**config.mk**
```make
export PLATFORM = sky130hd
export DESIGN_NAME = seq_div_unit
export DESIGN_NICKNAME = d
export VERILOG_FILES = /design/src/rtl/seq_div_unit.sv
export SDC_FILE = /design/constraint.sdc
export NUM_CORES = 1
export LEC_CHECK = 0
export CAP_MARGIN = 20
export CORE_UTILIZATION = 50
export DETAILED_ROUTE_END_ITERATION = 7
export GPL_ROUTABILITY_DRIVEN = 1
export PLACE_DENSITY = 0.76
export SETUP_SLACK_MARGIN = 0.3
export SLEW_MARGIN = 10
export SYNTH_ARGS = -nofsm -noshare
export SYNTH_HDL_FRONTEND = slang
export SYNTH_SLANG_ARGS = --single-unit
```
**constraint.sdc**
```tcl
create_clock -name clk -period 12 [get_ports clk]
set_input_delay 3.6 -clock clk [delete_from_list [all_inputs] [get_ports clk]]
set_output_delay 3.6 -clock clk [all_outputs]
set_load 0.01 [all_outputs]
```
**src/rtl/seq_div_unit.sv**
```systemverilog
// seq_div_unit: 32-bit sequential restoring divider (signed or unsigned).
// One quotient bit is resolved per clock, so a result is ready 32 edges after acceptance.
// Result layout is {remainder, quotient}.
// Optional feature: define SEQ_DIV_ZERO_DETECT_EN to short-cut a zero divisor through DIVZERO.
// With it, the result is 0 one edge after acceptance.
// Without it, a zero divisor runs the normal 32 steps.
module seq_div_unit (
    input  logic        clk,
    input  logic        rst,
    input  logic        signed_div_i,
    input  logic [31:0] opdata1_i,
    input  logic [31:0] opdata2_i,
    input  logic        start_i,
    input  logic        annul_i,
    output logic [63:0] result_o,
    output logic        ready_o
);

`ifdef SEQ_DIV_ZERO_DETECT_EN
    typedef enum logic [1:0] {ST_IDLE, ST_DIVZERO, ST_ON, ST_END} state_t;
`else
    typedef enum logic [1:0] {ST_IDLE, ST_ON, ST_END} state_t;
`endif

    state_t      state_q;
    logic [5:0]  cnt_q;
    // {partial remainder [64:33], next dividend bit / quotient bits [32:0]}
    logic [64:0] shreg_q;
    logic [31:0] divisor_q;
    logic        neg_quot_q;
    logic        neg_rem_q;
    logic [63:0] result_q;
    logic        ready_q;

    logic [31:0] dividend_mag;
    logic [31:0] divisor_mag;
    logic        sub_ok;
    logic [31:0] sub_diff;
    logic [64:0] step_d;
    logic [31:0] quot_fix;
    logic [31:0] rem_fix;

    // Operand magnitudes; negating 0x80000000 wraps back to itself, which is the wanted magnitude.
    always_comb begin
        dividend_mag = (signed_div_i && opdata1_i[31]) ? (~opdata1_i + 32'd1) : opdata1_i;
        divisor_mag  = (signed_div_i && opdata2_i[31]) ? (~opdata2_i + 32'd1) : opdata2_i;
    end

    // One restoring step: subtract the divisor from the upper 33 bits when it fits, then shift.
    // The compare is done on the full 33-bit window.
    // When it succeeds, the difference always fits in 32 bits.
    always_comb begin
        sub_ok   = (shreg_q[64:32] >= {1'b0, divisor_q});
        sub_diff = shreg_q[63:32] - divisor_q;
        if (sub_ok) begin
            step_d = {sub_diff, shreg_q[31:0], 1'b1};
        end else begin
            step_d = {shreg_q[63:0], 1'b0};
        end
        quot_fix = neg_quot_q ? (~step_d[31:0] + 32'd1) : step_d[31:0];
        rem_fix  = neg_rem_q ? (~step_d[64:33] + 32'd1) : step_d[64:33];
    end

    // Control FSM and datapath registers; the result and ready are registered.
    // This keeps result_o at zero outside END.
    always_ff @(posedge clk) begin
        if (rst) begin
            state_q    <= ST_IDLE;
            cnt_q      <= 6'd0;
            shreg_q    <= 65'd0;
            divisor_q  <= 32'd0;
            neg_quot_q <= 1'b0;
            neg_rem_q  <= 1'b0;
            result_q   <= 64'd0;
            ready_q    <= 1'b0;
        end else begin
            case (state_q)
                ST_IDLE: begin
                    if (start_i && !annul_i) begin
                        shreg_q    <= {32'd0, dividend_mag, 1'b0};
                        divisor_q  <= divisor_mag;
                        neg_quot_q <= signed_div_i && (opdata1_i[31] ^ opdata2_i[31]);
                        neg_rem_q  <= signed_div_i && opdata1_i[31];
                        cnt_q      <= 6'd0;
`ifdef SEQ_DIV_ZERO_DETECT_EN
                        state_q    <= (opdata2_i == 32'd0) ? ST_DIVZERO : ST_ON;
`else
                        state_q    <= ST_ON;
`endif
                    end
                end
`ifdef SEQ_DIV_ZERO_DETECT_EN
                ST_DIVZERO: begin
                    if (annul_i) begin
                        state_q <= ST_IDLE;
                    end else begin
                        state_q  <= ST_END;
                        result_q <= 64'd0;
                        ready_q  <= 1'b1;
                    end
                end
`endif
                ST_ON: begin
                    if (annul_i) begin
                        state_q <= ST_IDLE;
                    end else begin
                        shreg_q <= step_d;
                        cnt_q   <= cnt_q + 6'd1;
                        if (cnt_q == 6'd31) begin
                            state_q  <= ST_END;
                            result_q <= {rem_fix, quot_fix};
                            ready_q  <= 1'b1;
                        end
                    end
                end
                ST_END: begin
                    if (!start_i) begin
                        state_q  <= ST_IDLE;
                        result_q <= 64'd0;
                        ready_q  <= 1'b0;
                    end
                end
                default: begin
                    state_q  <= ST_IDLE;
                    result_q <= 64'd0;
                    ready_q  <= 1'b0;
                end
            endcase
        end
    end

    assign result_o = result_q;
    assign ready_o  = ready_q;

endmodule
```
=== Yosys cells after proc, flatten, opt, wreduce, memory -nomap -nowiden ===
Cells that the tools add are included.

* RAM bits: 0
* ROM bits: 0
* Input bits: 69
* Bits in latches: 0
* Memories kept: 0
* Output and inout port bits: 65
* Register bits after elaboration: 172

* Order comparisons: 1
* Shift-type cells: 0
* Multiplexer cells: 24
* Reductions and logical operators: 11
* Multiply operators: 0
* Divide/modulo/power cells: 0
* Add/sub/neg operators: 6
* Equality and inequality tests: 8
* Bitwise logic cells: 6

{| class="wikitable"
|+ Operators by type and width
! kind !! count
|-
| $mux W65 || 3
|-
| $mux W64 || 3
|-
| $pmux W64 S3 || 1
|-
| $pmux W65 S2 || 1
|-
| $add A32 B1 Y32 const B || 4
|-
| $mux W32 || 4
|-
| $not A32 Y32 || 4
|-
| $ge A33 B32 Y1 || 1
|-
| $sub A32 B32 Y32 || 1
|-
| $mux W6 || 2
|-
| $pmux W6 S2 || 1
|-
| $mux W2 || 4
|-
| $ne A2 B2 Y1 const B || 4
|-
| $add A6 B1 Y6 const B || 1
|-
| $eq A6 B5 Y1 const B || 1
|-
| $pmux W2 S3 || 1
|-
| $reduce_and A3 Y1 || 2
|-
| $logic_and A1 B1 Y1 || 4
|-
| $reduce_and A4 Y1 || 1
|-
| $mux W1 || 3
|-
| $ne A3 B3 Y1 const B || 1
|-
| $pmux W1 S3 || 1
|-
| $eq A2 B1 Y1 const B || 1
|-
| $eq A2 B2 Y1 const B || 1
|-
| 6 further kinds || 6
|}

=== Depth between registers and ports, before layout ===
* Depth in word-level cells: 8
* Gate-level depth with buffers: 23
* Depth with buffers taken out: 19

=== Worst setup path before layout ===
No wires, ideal clock.

* Kind: input -> register
* From: in opdata2_i[8]
* To: reg divisor_q[29]
* Setup time: 86 ps
* Data arrival time: 5983 ps
* Slack: 5932 ps
* Buffers on the path: 0
* Stages on the path: 9
* Cell sequence: or4_1 > or3_1 > nor3_1 > nand2_1 > nor3_1 > nand3b_1 > o41ai_1 > xor2_1 > a211oi_1

* Cells in the longest elaborated chain, start to end: 3

{| class="wikitable"
|+ Ends and longest elaborated chain
! element !! RTL line !! source
|-
| start, declared || 12 || <nowiki>input logic [31:0] opdata2_i,</nowiki>
|-
| $not A32 Y32 || 46 || <nowiki>divisor_mag = (signed_div_i && opdata2_i[31]) ? (~opdata2_i + 32'd1) : opdata2_i;</nowiki>
|-
| $add A32 B1 Y32 || 46 ||
|-
| $mux W32 || 46 ||
|-
| end signal, assigned || 81 || <nowiki>divisor_q <= divisor_mag;</nowiki>
|-
| end, declared || 29 || <nowiki>logic [31:0] divisor_q;</nowiki>
|}

No other way between the ends.
A chain may end at the register's enable or synchronous reset.

=== Worst setup path in the final report ===
* From: in opdata2_i[6]
* To: reg divisor_q[29]

Same word-level chain as after synthesis.

==> impl_metrics.csv <==
group,metric,value,unit
status,status,"complete, no violations",
timing,final.setup_skew,0.0121,ns
final_layout,seqCellArea,0.00344,sq mm
clock_tree,cts_tree,"built",
final_layout,layout_common_cells,"nor2_1, dfxtp_1, nand2_1, clkdlybuf4s50_1, a21oi_1",
clock_tree,cts_resized,0,
routing,num_vias,12141,
grt,grt_overflow,0,
power,p_seq_share,39.1,%
clock_tree,cts_max_level,4,
floorplanning,fp-row-count,55,
routing,wl_per_cell,19.1,um
clock_tree,cts_hold_buffers,0,
worst_setup_path,crit_required,12.37,ns
final_layout,syn_to_final_growth,17.1,%
power,power_density,112,mW/mm^2
worst_setup_path,crit_path_end_kind,"flop",
grt,grt_pass1_vias,10927,
power,p_int,1.00,mW
final_layout,final_util,60.3,%
yosys,synthesis.instances,1578,
final_layout,drive_gt1_share,5.45,%
timing,tightestPinTransition,1.08,ns
yosys,async_reset_ff_share,0,%
run,max_cap_violations,0,
final_layout,multi_input_area,0.00778,sq mm
routing,drtIter0Drc,1210,
floorplanning,start_util,51.5,%
timing,setup_viol,0,
routing,vias_per_cell,6.18,
yosys,syn_area,0.0118,sq mm
place,dp_cells,1930,
floorplanning,placeableCoreArea,0.0229,sq mm
clock_tree,cts-root-buf,"clkbuf_16",
timing,timing.final.hold_violations,0,
final_layout,layout.cells.non_filler,1963,
floorplanning,die_x,156,um
routing,final_antenna_net_count,0,
timing,fin_ws,5.57,ns
worst_setup_path,crit_type,"in2reg",
timing,rsz0062_at_grt,"no",
power,p_clk_share,36.7,%
place,place_congestion,0.943,
clock_tree,cts-buffers-inserted,17,
timing,drv_slew,0,
yosys,yosysWarnings,0,
worst_setup_path,reg2reg_setup_slack,6.08,ns
worst_setup_path,crit_chain,"clkdlybuf4s50_1 > or4_1 > or3_1 > nor3_1 > nand2_1 > nor3_1 > nand3b_1 > o41ai_1 > xor2_1 > a211oi_1",
place,pre_cts_slack,5.10,ns
yosys,synth_fp_nets,1685,
min_path,hp-class,"reg2reg",
worst_setup_path,crit_fanout,6,
timing,finalCritPeriodShare,53.6,%
clock_tree,postCtsSetupBuffers,0,
timing,fmax,0.156,GHz
routing,drc,0,
power,pwr-share-comb,24.2,%
power,p_leak,5.18,nW
yosys,yosysTopAreaCell,"dfxtp_1",
power,ir_worst_vdd,0.0830,mV
power,p_sw_share,35.2,%
yosys,ys_seq_elements,172,
yosys,syn_area_per_cell,7.48,sq um
floorplanning,pin_count,134,
place,hpwl,28200,um
final_layout,nets,1744,
floorplanning,die-area,0.0242,sq mm
worst_setup_path,cpPeakStageDelay,0.55,ns
worst_setup_path,cp.arrival,6.79,ns
timing,tns,0,ns
worst_setup_path,slowest_stage,"or4_1",
routing,drt_pass1_iterations,5,
grt,grt_pass1_wl,59300,um
yosys,ys_seq_area_share,29.2,%
grt,grt_max_degree,70,
grt,grt_usage,31.2,%
floorplanning,die_y,156,um
timing,slew-limit-headroom,28.0,%
worst_setup_path,cp-start-kind,"input port",
routing,drt_wl_total,37500,um
final_layout,final_common_cell,"nor2_1",
power,finalPower,1.55,mW
clock_tree,clk_latency,0.45,ns
power,p_switching,0.545,mW
grt,antenna_found_initial,0,
clock_tree,clock_sinks,172,
yosys,yosysUniqueCellTypes,79,
yosys,synth_edf_count,0,
yosys,synth.top_cell.area_share,29.2,%
place,numPortBuffers,133,
yosys,synth_area_leaders,"dfxtp_1, nor2_1, xnor2_1",
clock_tree,cts_buffer_depth,2,
final_layout,diodes,0,
final_layout,fillCellCount,2110,
worst_setup_path,cpMostUsedCell,"nor3_1",
timing,fin_crit,6.43,ns
yosys,synth-main-ff-cell,"dfxtp_1",
clock_tree,path_clk_slew,0.08,ns
## worst max-delay path: cells and delay by family
kind | cells | cell delay [ns]
buffers and inverters | 1 | 0.49
AOI/OAI and AO/OA | 2 | 0.54
and+or+nand+nor | 6 | 2.05
xor gates and xnor gates | 1 | 0.11
## cell type report
type,count,area share (%)
multi-input combinational,1251,56.3
sequential,172,24.9
clock buffer,17,3.08
timing repair buffer,147,10.4
inverter,48,1.30
tap,313,2.83
clock inverter,15,1.24
## flip-flops by register name, indices dropped and copies added, names as in the netlist
name / count
cnt_q: 6
divisor_q: 32
neg_quot_q: 1
neg_rem_q: 1
ready_o: 1
result_o: 64
shreg_q: 65
state_q: 2
## synthesized netlist by cell type (10+ instances only)
master / instances
o21ai_0: 85
a31oi_1: 20
buf_1: 12
ha_1: 37
nor2_1: 238
xnor2_1: 69
o21ai_1: 11
a211oi_1: 53
o211ai_1: 10
nor4_1: 17
nor3_1: 30
o41ai_1: 12
mux2i_1: 12
inv_1: 46
a21oi_1: 118
dfxtp_1: 172
or4_1: 10
a21o_1: 18
clkbuf_1: 74
buf_2: 19
nand3_1: 22
or3_1: 35
xor2_1: 55
nand2b_1: 11
o31ai_1: 24
nand4_1: 22
a22oi_1: 61
and2_1: 10
nand2_1: 141
## metrics by stage
stage | hold slack (ns) | area (sq um)
floorplan | 0.432 | 11800
global route | 0.471 | 13800
finish | 0.449 | 13800
detailed placement | 0.443 | 13200
global placement | 0.435 | 13200
CTS | 0.454 | 13800
## per-layer routing
metal  vias to the layer above  GRT usage [%]  share of wire (%)
met4                         0           9.90                2.3
li1                       5851              -                  -
met3                        60           5.44                8.3
met1                      5692           44.6                 46
met2                       538           47.4                 43
met5                         -              0                  0
## cells by family after synthesis
kind of cell / share of synthesized area, %
buffers and inverters: 5.22
adders and majority gates: 4.09
xor gates and xnor gates: 9.20
DFF: 29.2
muxes: 1.78
and+or+nand+nor: 23.1
AOI/OAI and AO/OA: 27.5
## power by group through the flow
stage | clock (mW) | combinational [mW] | sequential [mW]
2_1_floorplan | 0 | 0.259 | 0.612
5_1_grt | 0.594 | 0.408 | 0.608
4_1_cts | 0.568 | 0.366 | 0.605
3_5_place_dp | 0 | 0.364 | 0.618
3_3_place_gp | 0 | 0.359 | 0.618
6_report | 0.568 | 0.375 | 0.605
## path summary, 6_finish.rpt
check	from	depth (start not counted)	end
max	opdata2_i[6]	10	divisor_q[29]$_SDFFE_PP0P_
min	result_o[58]$_SDFFE_PP0P_	2	result_o[58]$_SDFFE_PP0P_
max reg2reg	divisor_q[20]$_SDFFE_PP0P_	18	result_o[62]$_SDFFE_PP0P_
min reg2reg	result_o[58]$_SDFFE_PP0P_	2	result_o[58]$_SDFFE_PP0P_
(Power assumes the default switching activity.)
